[src/rtl/rr_arb_pkg.sv]
// Shared types and default sizing for the round-robin burst arbiter.
package rr_arb_pkg;

  typedef enum logic {
    ST_IDLE  = 1'b0,
    ST_OWNED = 1'b1
  } arb_state_e;

  localparam int N_REQ_DEF  = 4;
  localparam int HOLD_W_DEF = 4;

endpackage : rr_arb_pkg

[src/rtl/rr_pick.sv]
// Rotating-priority picker: finds the first asserted request at or after
// the start index, wrapping from N_REQ-1 back to 0.
module rr_pick
  import rr_arb_pkg::*;
#(
  parameter int N_REQ = N_REQ_DEF
) (
  input  logic [N_REQ-1:0]         req,
  input  logic [$clog2(N_REQ)-1:0] start,
  output logic [N_REQ-1:0]         onehot,
  output logic [$clog2(N_REQ)-1:0] idx,
  output logic                     found
);

  localparam int IDX_W = $clog2(N_REQ);

  int               pos;
  logic [IDX_W-1:0] sel;

  // Walk the requesters in priority order and keep the first hit.
  always_comb begin
    onehot = '0;
    idx    = '0;
    found  = 1'b0;
    pos    = 0;
    sel    = '0;
    for (int k = 0; k < N_REQ; k++) begin
      pos = (int'(start) + k) % N_REQ;
      sel = IDX_W'(pos);
      if (!found && req[sel]) begin
        found       = 1'b1;
        idx         = sel;
        onehot[sel] = 1'b1;
      end
    end
  end

endmodule : rr_pick

[src/rtl/rr_burst_arbiter.sv]
// Round-robin arbiter with a per-ownership burst limit. An owner keeps the
// grant while it requests and its hold budget lasts; on expiry the grant
// rotates to the next requester (flagged by preempt), or is renewed when the
// owner is the only one asking.
module rr_burst_arbiter
  import rr_arb_pkg::*;
#(
  parameter int N_REQ  = N_REQ_DEF,
  parameter int HOLD_W = HOLD_W_DEF
) (
  input  logic                     clk,
  input  logic                     rst_n,
  input  logic [N_REQ-1:0]         req,
  input  logic [HOLD_W-1:0]        max_hold,
  output logic [N_REQ-1:0]         grant,
  output logic [$clog2(N_REQ)-1:0] grant_id,
  output logic                     busy,
  output logic                     preempt
);

  localparam int IDX_W = $clog2(N_REQ);

  arb_state_e        state;
  logic [IDX_W-1:0]  ptr;
  logic [HOLD_W-1:0] hold_cnt;

  logic [N_REQ-1:0]  pick_onehot;
  logic [IDX_W-1:0]  pick_idx;
  logic              pick_found;

  logic              owner_req;
  logic              expire;
  logic              take;
  logic              drop;

  // Next index after i, wrapping at the last requester.
  function automatic logic [IDX_W-1:0] inc_wrap(input logic [IDX_W-1:0] i);
    if (i == IDX_W'(N_REQ - 1)) return '0;
    return i + IDX_W'(1);
  endfunction

  // Hold counter saturates so a long unlimited burst still compares as
  // "at or beyond" any limit that is programmed later.
  function automatic logic [HOLD_W-1:0] sat_inc(input logic [HOLD_W-1:0] c);
    if (&c) return c;
    return c + HOLD_W'(1);
  endfunction

  // While owned, ptr is always owner+1, so one search from ptr serves both
  // the idle grant and the handover/expiry search.
  rr_pick #(
    .N_REQ (N_REQ)
  ) u_pick (
    .req    (req),
    .start  (ptr),
    .onehot (pick_onehot),
    .idx    (pick_idx),
    .found  (pick_found)
  );

  // Decide whether this edge issues a new grant or releases the bus.
  always_comb begin
    owner_req = req[grant_id];
    expire    = (max_hold != '0) && (hold_cnt >= (max_hold - HOLD_W'(1)));
    take      = 1'b0;
    drop      = 1'b0;
    if (state == ST_IDLE) begin
      take = pick_found;
    end else if (!owner_req || expire) begin
      take = pick_found;
      drop = !pick_found;
    end
  end

  // Ownership FSM with registered grant outputs.
  always_ff @(posedge clk or negedge rst_n) begin
    if (!rst_n) begin
      state    <= ST_IDLE;
      ptr      <= '0;
      hold_cnt <= '0;
      grant    <= '0;
      grant_id <= '0;
      busy     <= 1'b0;
      preempt  <= 1'b0;
    end else begin
      preempt <= 1'b0;
      if (take) begin
        state    <= ST_OWNED;
        grant    <= pick_onehot;
        grant_id <= pick_idx;
        busy     <= 1'b1;
        ptr      <= inc_wrap(pick_idx);
        hold_cnt <= '0;
        preempt  <= (state == ST_OWNED) && owner_req && (pick_idx != grant_id);
      end else if (drop) begin
        state    <= ST_IDLE;
        grant    <= '0;
        grant_id <= '0;
        busy     <= 1'b0;
      end else if (state == ST_OWNED) begin
        hold_cnt <= sat_inc(hold_cnt);
      end
    end
  end

endmodule : rr_burst_arbiter
[config.mk]
export PLATFORM = sky130hd
export DESIGN_NAME = rr_burst_arbiter
export DESIGN_NICKNAME = d
export VERILOG_FILES = /design/src/rtl/rr_arb_pkg.sv /design/src/rtl/rr_pick.sv /design/src/rtl/rr_burst_arbiter.sv
export SDC_FILE = /design/constraint.sdc
export NUM_CORES = 1
export LEC_CHECK = 0
export CAP_MARGIN = 20
export CORE_MARGIN = 3
export CORE_UTILIZATION = 35
export CTS_CLUSTER_DIAMETER = 120
export DETAILED_ROUTE_END_ITERATION = 8
export SETUP_SLACK_MARGIN = 0.15
export SLEW_MARGIN = 10
export SYNTH_ARGS = -nofsm -noshare
export SYNTH_HDL_FRONTEND = slang
export SYNTH_SLANG_ARGS = --single-unit
[constraint.sdc]
create_clock -name clk -period 2.62 [get_ports clk]
set_input_delay 0.524 -clock clk [delete_from_list [all_inputs] [get_ports clk]]
set_output_delay 0.524 -clock clk [all_outputs]
set_load 0.01 [all_outputs]
# Yosys cells after proc, flatten, opt, wreduce, memory -nomap -nowiden
# Cells that the tools add are included.
[totals]
register_bits = 14
latchBits = 0
ram_bits = 0
mem_bits_ro = 0
n_memories = 0
[op_classes]
n_addsub = 6
mul = 0
n_div = 0
magnitude_cmp = 10
n_eq_ne = 4
shift = 0
n_mux = 53
bitwise_logic = 3
reduce_logical = 21
[ops]
columns = ["operator", "n"]
rows = [
  ["2-to-1 mux 4 bit", 10],
  ["2-to-1 mux 1 bit", 26],
  ["2-to-1 mux 2 bit", 8],
  ["< comparator 2 x 3 -> 1 bit, second input constant", 5],
  ["bitwise OR 4 bit", 3],
  ["binary-select mux 1 bit (select 2 bit)", 5],
  ["logical AND 1 bit", 10],
  ["demux 1 bit (select 2 bit)", 4],
  ["greater-or-equal comparator 2 x 1 -> 1 bit, second input constant", 4],
  ["logical NOT 1 bit", 5],
  ["adder 2 x 1 -> 2 bit, second input constant", 2],
  ["adder 2 bit, second input constant", 2],
  ["adder 4 x 1 -> 4 bit, second input constant", 1],
  ["greater-or-equal comparator 4 bit", 1],
  ["AND reduction 4 bit", 1],
  ["nonzero test 2 bit", 2],
  ["nonzero test 4 bit", 1],
  ["subtractor 4 x 1 -> 4 bit, second input constant", 1],
  ["inequality test 3 bit, second input constant", 1],
  ["AND reduction 3 bit", 1],
  ["== test 2 bit, second input constant", 1],
  ["inequality test 2 bit", 1],
  ["inequality test 2 bit, second input constant", 1],
  ["logical OR 1 bit", 1],
]

# Depth between registers and ports, before layout
[logic_depth]
ltp_word = 21
ltp_mapped = 10
ltp_nobuf = 8

# Hierarchy
# A second synthesis with hierarchy kept.
[unflattened]
hier_cells = 113
hier_area_um2 = 1272.5
[by_module_without_submodules]
columns = ["mod", "n_inst", "cells_per_inst", "area_each_um2"]
rows = [
  ["rr_burst_arbiter", 1, 68, 850.8],
  ["rr_pick", 1, 45, 421.7],
]

# Least setup slack after synthesis
# No wires, ideal clock.
[synth_timing]
path_type = "reg2reg"
from = "register ptr[1]"
to = "register grant_id[1]"
setup_time_ns = 0.121
t_arrival_ns = 2.751
t_required_ns = 2.499
setup_slack_ns = -0.252
stages_incl_launch_ff = 11
period_less_slack_ns = 2.872
path_cell_list = "dfrtp_1 > clkbuf_1 > inv_1 > ha_1 > mux4_2 > or2_1 > or3_1 > buf_6 > and2_4 > buf_6 > a22o_1"
[synth_via]
elab_chain_cells = 16
[synth_lines]
columns = ["item", "line_no", "text"]
rows = [
  ["start: declaration", "rr_burst_arbiter.sv:24", "logic [IDX_W-1:0] ptr;"],
  ["start signal: assignment", "rr_burst_arbiter.sv:92", "ptr <= inc_wrap(pick_idx);"],
  ["parallel branches: the longest is 16 deep, another holds adder 2 x 1 -> 2 bit", "n/a", ""],
  ["end signal: assignment", "rr_burst_arbiter.sv:90", "grant_id <= pick_idx;"],
  ["end: declaration", "rr_burst_arbiter.sv:16", "output logic [$clog2(N_REQ)-1:0] grant_id,"],
]
# Several ways; the timed one is not identified. The select of a mux whose other input is x is not followed.
# A chain may end at the register's enable or synchronous reset.

# Final worst setup path
[layout_timing]
from = "input port req[0]"
to = "register hold_cnt[0]"
[layout_via]
elab_chain_cells = 17
[layout_lines]
columns = ["item", "line_no", "text"]
rows = [
  ["start: declaration", "rr_burst_arbiter.sv:13", "input logic [N_REQ-1:0] req,"],
  ["binary-select mux 1 bit (select 2 bit)", "rr_pick.sv:30", "if (!found && req[sel]) begin"],
  ["2-to-1 mux 1 bit (implied by the code)", "rr_pick.sv:30", ""],
  ["2-to-1 mux 1 bit", "rr_pick.sv:30", ""],
  ["logical NOT 1 bit", "rr_pick.sv:30", ""],
  ["logical AND 1 bit", "rr_pick.sv:30", ""],
  ["2-to-1 mux 1 bit", "rr_pick.sv:30", ""],
  ["logical NOT 1 bit", "rr_pick.sv:30", ""],
  ["logical AND 1 bit", "rr_pick.sv:30", ""],
  ["2-to-1 mux 1 bit", "rr_pick.sv:30", ""],
  ["logical NOT 1 bit", "rr_pick.sv:30", ""],
  ["logical AND 1 bit", "rr_pick.sv:30", ""],
  ["2-to-1 mux 1 bit", "rr_pick.sv:30", ""],
  ["logical NOT 1 bit", "rr_burst_arbiter.sv:71", "drop = !pick_found;"],
  ["2-to-1 mux 1 bit", "rr_burst_arbiter.sv:69", "end else if (!owner_req || expire) begin"],
  ["2-to-1 mux 1 bit", "rr_burst_arbiter.sv:67", "if (state == ST_IDLE) begin"],
  ["inequality test 2 bit (no line)", "n/a", ""],
  ["AND reduction 3 bit (no line)", "n/a", ""],
  ["end signal: assignment", "rr_burst_arbiter.sv:101", "hold_cnt <= sat_inc(hold_cnt);"],
  ["end: declaration", "rr_burst_arbiter.sv:25", "logic [HOLD_W-1:0] hold_cnt;"],
]
# Parallel ways exist; a longest one is shown, timed or not. The select of a mux whose other input is x is not followed.

==> results.txt <==
status - completed
VDD IR max - 545 uV
DR pass1 iterations - 4
hold crit path type - register to register
synth warn - 0
reg2reg path depth - 8
initial antenna violation count - 0
worst skew pair latency - 0.28 ns
Final Hold Vio Count - 0
die span in x - 64.9 um
Crit Path Max Fanout - 5
RSZ-0062 raised after global routing - false
Post-Syn Instances - 122
r2r endpoint - hold_cnt[0]$_DFFE_PN0P_
Post-Syn Area per Cell - 9.96 um2
DRT iter0 DRCs - 41
Layout Skew - 0.00250 ns
fin crit share - 89.6%
detailed placement HPWL - 2250 um
Synth area leaders - dfrtp_1 29%, ha_1 15%, mux4_2 9.3%, a22oi_1 4.9%, a22o_1 4.3%
Via-to-Cell Ratio - 5.23
Clock Root Buffer - clkbuf_4
vias in the first global route - 1089
clock sink total - 14
CTS Buf Count - 3
Initial Utilization - 38.2%
Ant. Diodes - 0
DRC - 0
final instance area - 1630 um2
CP required - 2.82 ns
RD Place Congestion - 0.832
CTS max path bufs - 2
Cell Area, Placed - 1560 um2
Unique masters post-synth - 33
area leader, netlist - dfrtp_1
grt met1 use - 17.4%
Pleak - 0.715 nW
Max Slew Vio Count - 0
final wirelength - 2790 um
CP startpoint - req[0]
Antenna Nets Post-Route - 0
met2 usage - 25.7%
hold_buf cts - 0
max cap viols - 0
Fmax - 0.426 GHz
Yosys reg bits - 14
Tot GR Track Use - 14.5%
Crit Path Class - primary input to register
largest net degree at the start of global routing - 15
Core Util, Final - 51.2%
Synthesized Nets - 147
crit path DAT - 2.55 ns
Setup crit start kind - primary input
GRT overflow - 0
number of buffers added on ports - 17
power density over the cells - 1200 nW/um2
vias - 1062
worst slew pin tran - 0.611 ns
WL/cell - 13.7 um
CTS tree - built
critical path endpoint - hold_cnt[0]$_DFFE_PN0P_
Worst slew margin - 59.1%
std cell rows - 20
busiest grt layer - met2
share of the yosys chip area belonging to registers - 28.8%
Design Power - 1.96 mW
Synth top area share - 28.8%
Tmin final - 2.35 ns
clock slew at reported path FFs - 0.08 ns
mapped cell area - 1210 um2
R2R setup slack - 0.31 ns
I/O pins - 18
htree depth - 1
Die Area - 4210 um2
CP endpoint kind - register
first-pass GRT wire length - 4850 um
Die H - 64.9 um
Core Region - 3180 um2
Nets - 185
GR Layer Usage met3 - 3.29%
fraction of layout cells with a size suffix above 1 - 23.9%
final setup vio count - 0
P&R area growth vs syn - 34.0%
[power breakdown]
part,switching (mW),internal [mW],total [mW]
Sequential,0.0712,0.300,0.371
Clock,0.0707,0.0845,0.155
Combinational,0.683,0.749,1.43
Total,0.825,1.13,1.96
[registers in the layout (all words and copies together), names as in the netlist, named ones only]
register  cells
grant         4
grant_id      2
hold_cnt      4
preempt       1
ptr           1
state         1
[per-layer routing]
| layer | part of all wire [%] | vias up | routed length, um |
|---|---|---|---|
| met5 | 0 | - | 0 |
| met4 | 1.2 | 0 | 34 |
| met3 | 4.2 | 6 | 116 |
| met2 | 49 | 18 | 1370 |
| met1 | 45 | 502 | 1260 |
| li1 | - | 536 | - |
[layout by cell type (no fill, tap or decap), types with 2 or more instances in the layout]
cell type         n
buf_4            19
clkdlybuf4s50_1  15
ha_1             14
dfrtp_1          14
o21ai_0          10
a21oi_1           8
a22oi_1           8
xnor2_1           6
a22o_1            6
mux4_2            5
nand2_1           5
nor2_1            4
inv_1             3
nand3_1           3
clkbuf_4          3
inv_2             2
mux2i_1           2
nand3b_1          2
o211ai_1          2
nand2b_1          2
nor2b_1           2
a21o_1            2
and2_4            2
or3_1             2
dlygate4sd2_1     2
[repair_timing]
item	4_1_cts	5_1_grt
endpoints found under the setup margin	10	9
gates cloned	1	0
buffers inserted	1	0
pin swaps	6	0
resized for setup	5	4
[worst max-delay path, stage by stage]
cell and delay [ns]:
clkdlybuf4s50_1 0.48, mux4_2 0.49, or2_1 0.26, or3_4 0.37, buf_4 0.16, a21boi_0 0.11
o21ai_0 0.15
[metrics by stage]
step                      setup TNS (ns)  setup WS (ns)  cells  hold slack (ns)
after floorplan                   -0.266        -0.0503    122            0.228
after detailed placement           -2.98         -0.308    197            0.501
after global placement             -2.21         -0.231    197            0.500
after CTS                              0          0.195    203            0.519
final                                  0          0.271    203            0.519
after global routing                   0          0.151    203            0.553
[final cells by class]
| class | instances | area (um2) |
|---|---|---|
| Multi-Input combinational cell | 98 | 838 |
| Timing Repair Buffer | 37 | 322 |
| Sequential cell | 14 | 350 |
| Inverter | 6 | 26.3 |
| Clock buffer | 4 | 36.3 |
| Tap cell | 44 | 55.1 |
| Fill cell | 300 | 1550 |
[cells in the mapped netlist]
cell,n
o21ai_1,1
o211ai_1,2
nand3_1,3
mux2i_1,2
inv_1,6
a211oi_1,1
a211o_1,1
a32o_1,1
a22oi_1,8
o21ai_2,1
o21ai_0,10
a21o_1,2
or3_1,3
nand2_1,5
a22o_1,6
mux4_2,5
clkbuf_1,2
nand3b_1,2
nand2b_1,2
o22ai_1,1
nor2b_1,2
xnor2_1,6
and2_4,1
dfrtp_1,14
a21oi_1,8
ha_1,15
or2_1,1
nor3_1,1
o31ai_1,1
and3_1,1
nor2_1,4
a21boi_0,1
buf_6,3
[worst min path at each step]
stage | start | end | slack, ns | cells past startpoint
final | grant[1]$_DFFE_PN0P_ | grant[1]$_DFFE_PN0P_ | 0.52 | 1
after global routing | grant[0]$_DFFE_PN0P_ | grant[0]$_DFFE_PN0P_ | 0.55 | 1
after CTS | grant[1]$_DFFE_PN0P_ | grant[1]$_DFFE_PN0P_ | 0.52 | 1
after detailed placement | grant[1]$_DFFE_PN0P_ | grant[1]$_DFFE_PN0P_ | 0.50 | 1
after global placement | grant[1]$_DFFE_PN0P_ | grant[1]$_DFFE_PN0P_ | 0.50 | 1
after floorplan | rst_n | async pin | 0.23 | 0
[logic make-up (layout without fill, tap and decap cells)]
kind of cell    count (synthesis)  after routing  share of synthesized area [%]
compound gates                 44             44                           24.2
xor+xnor                        6              6                           4.33
fa+ha+maj                      15             15                           15.4
flops                          14             14                           28.8
buf+inv                        11             47                           5.25
simple gates                   25             26                           11.0
mux                             7              7                           10.9
(Power assumes the default switching activity.)
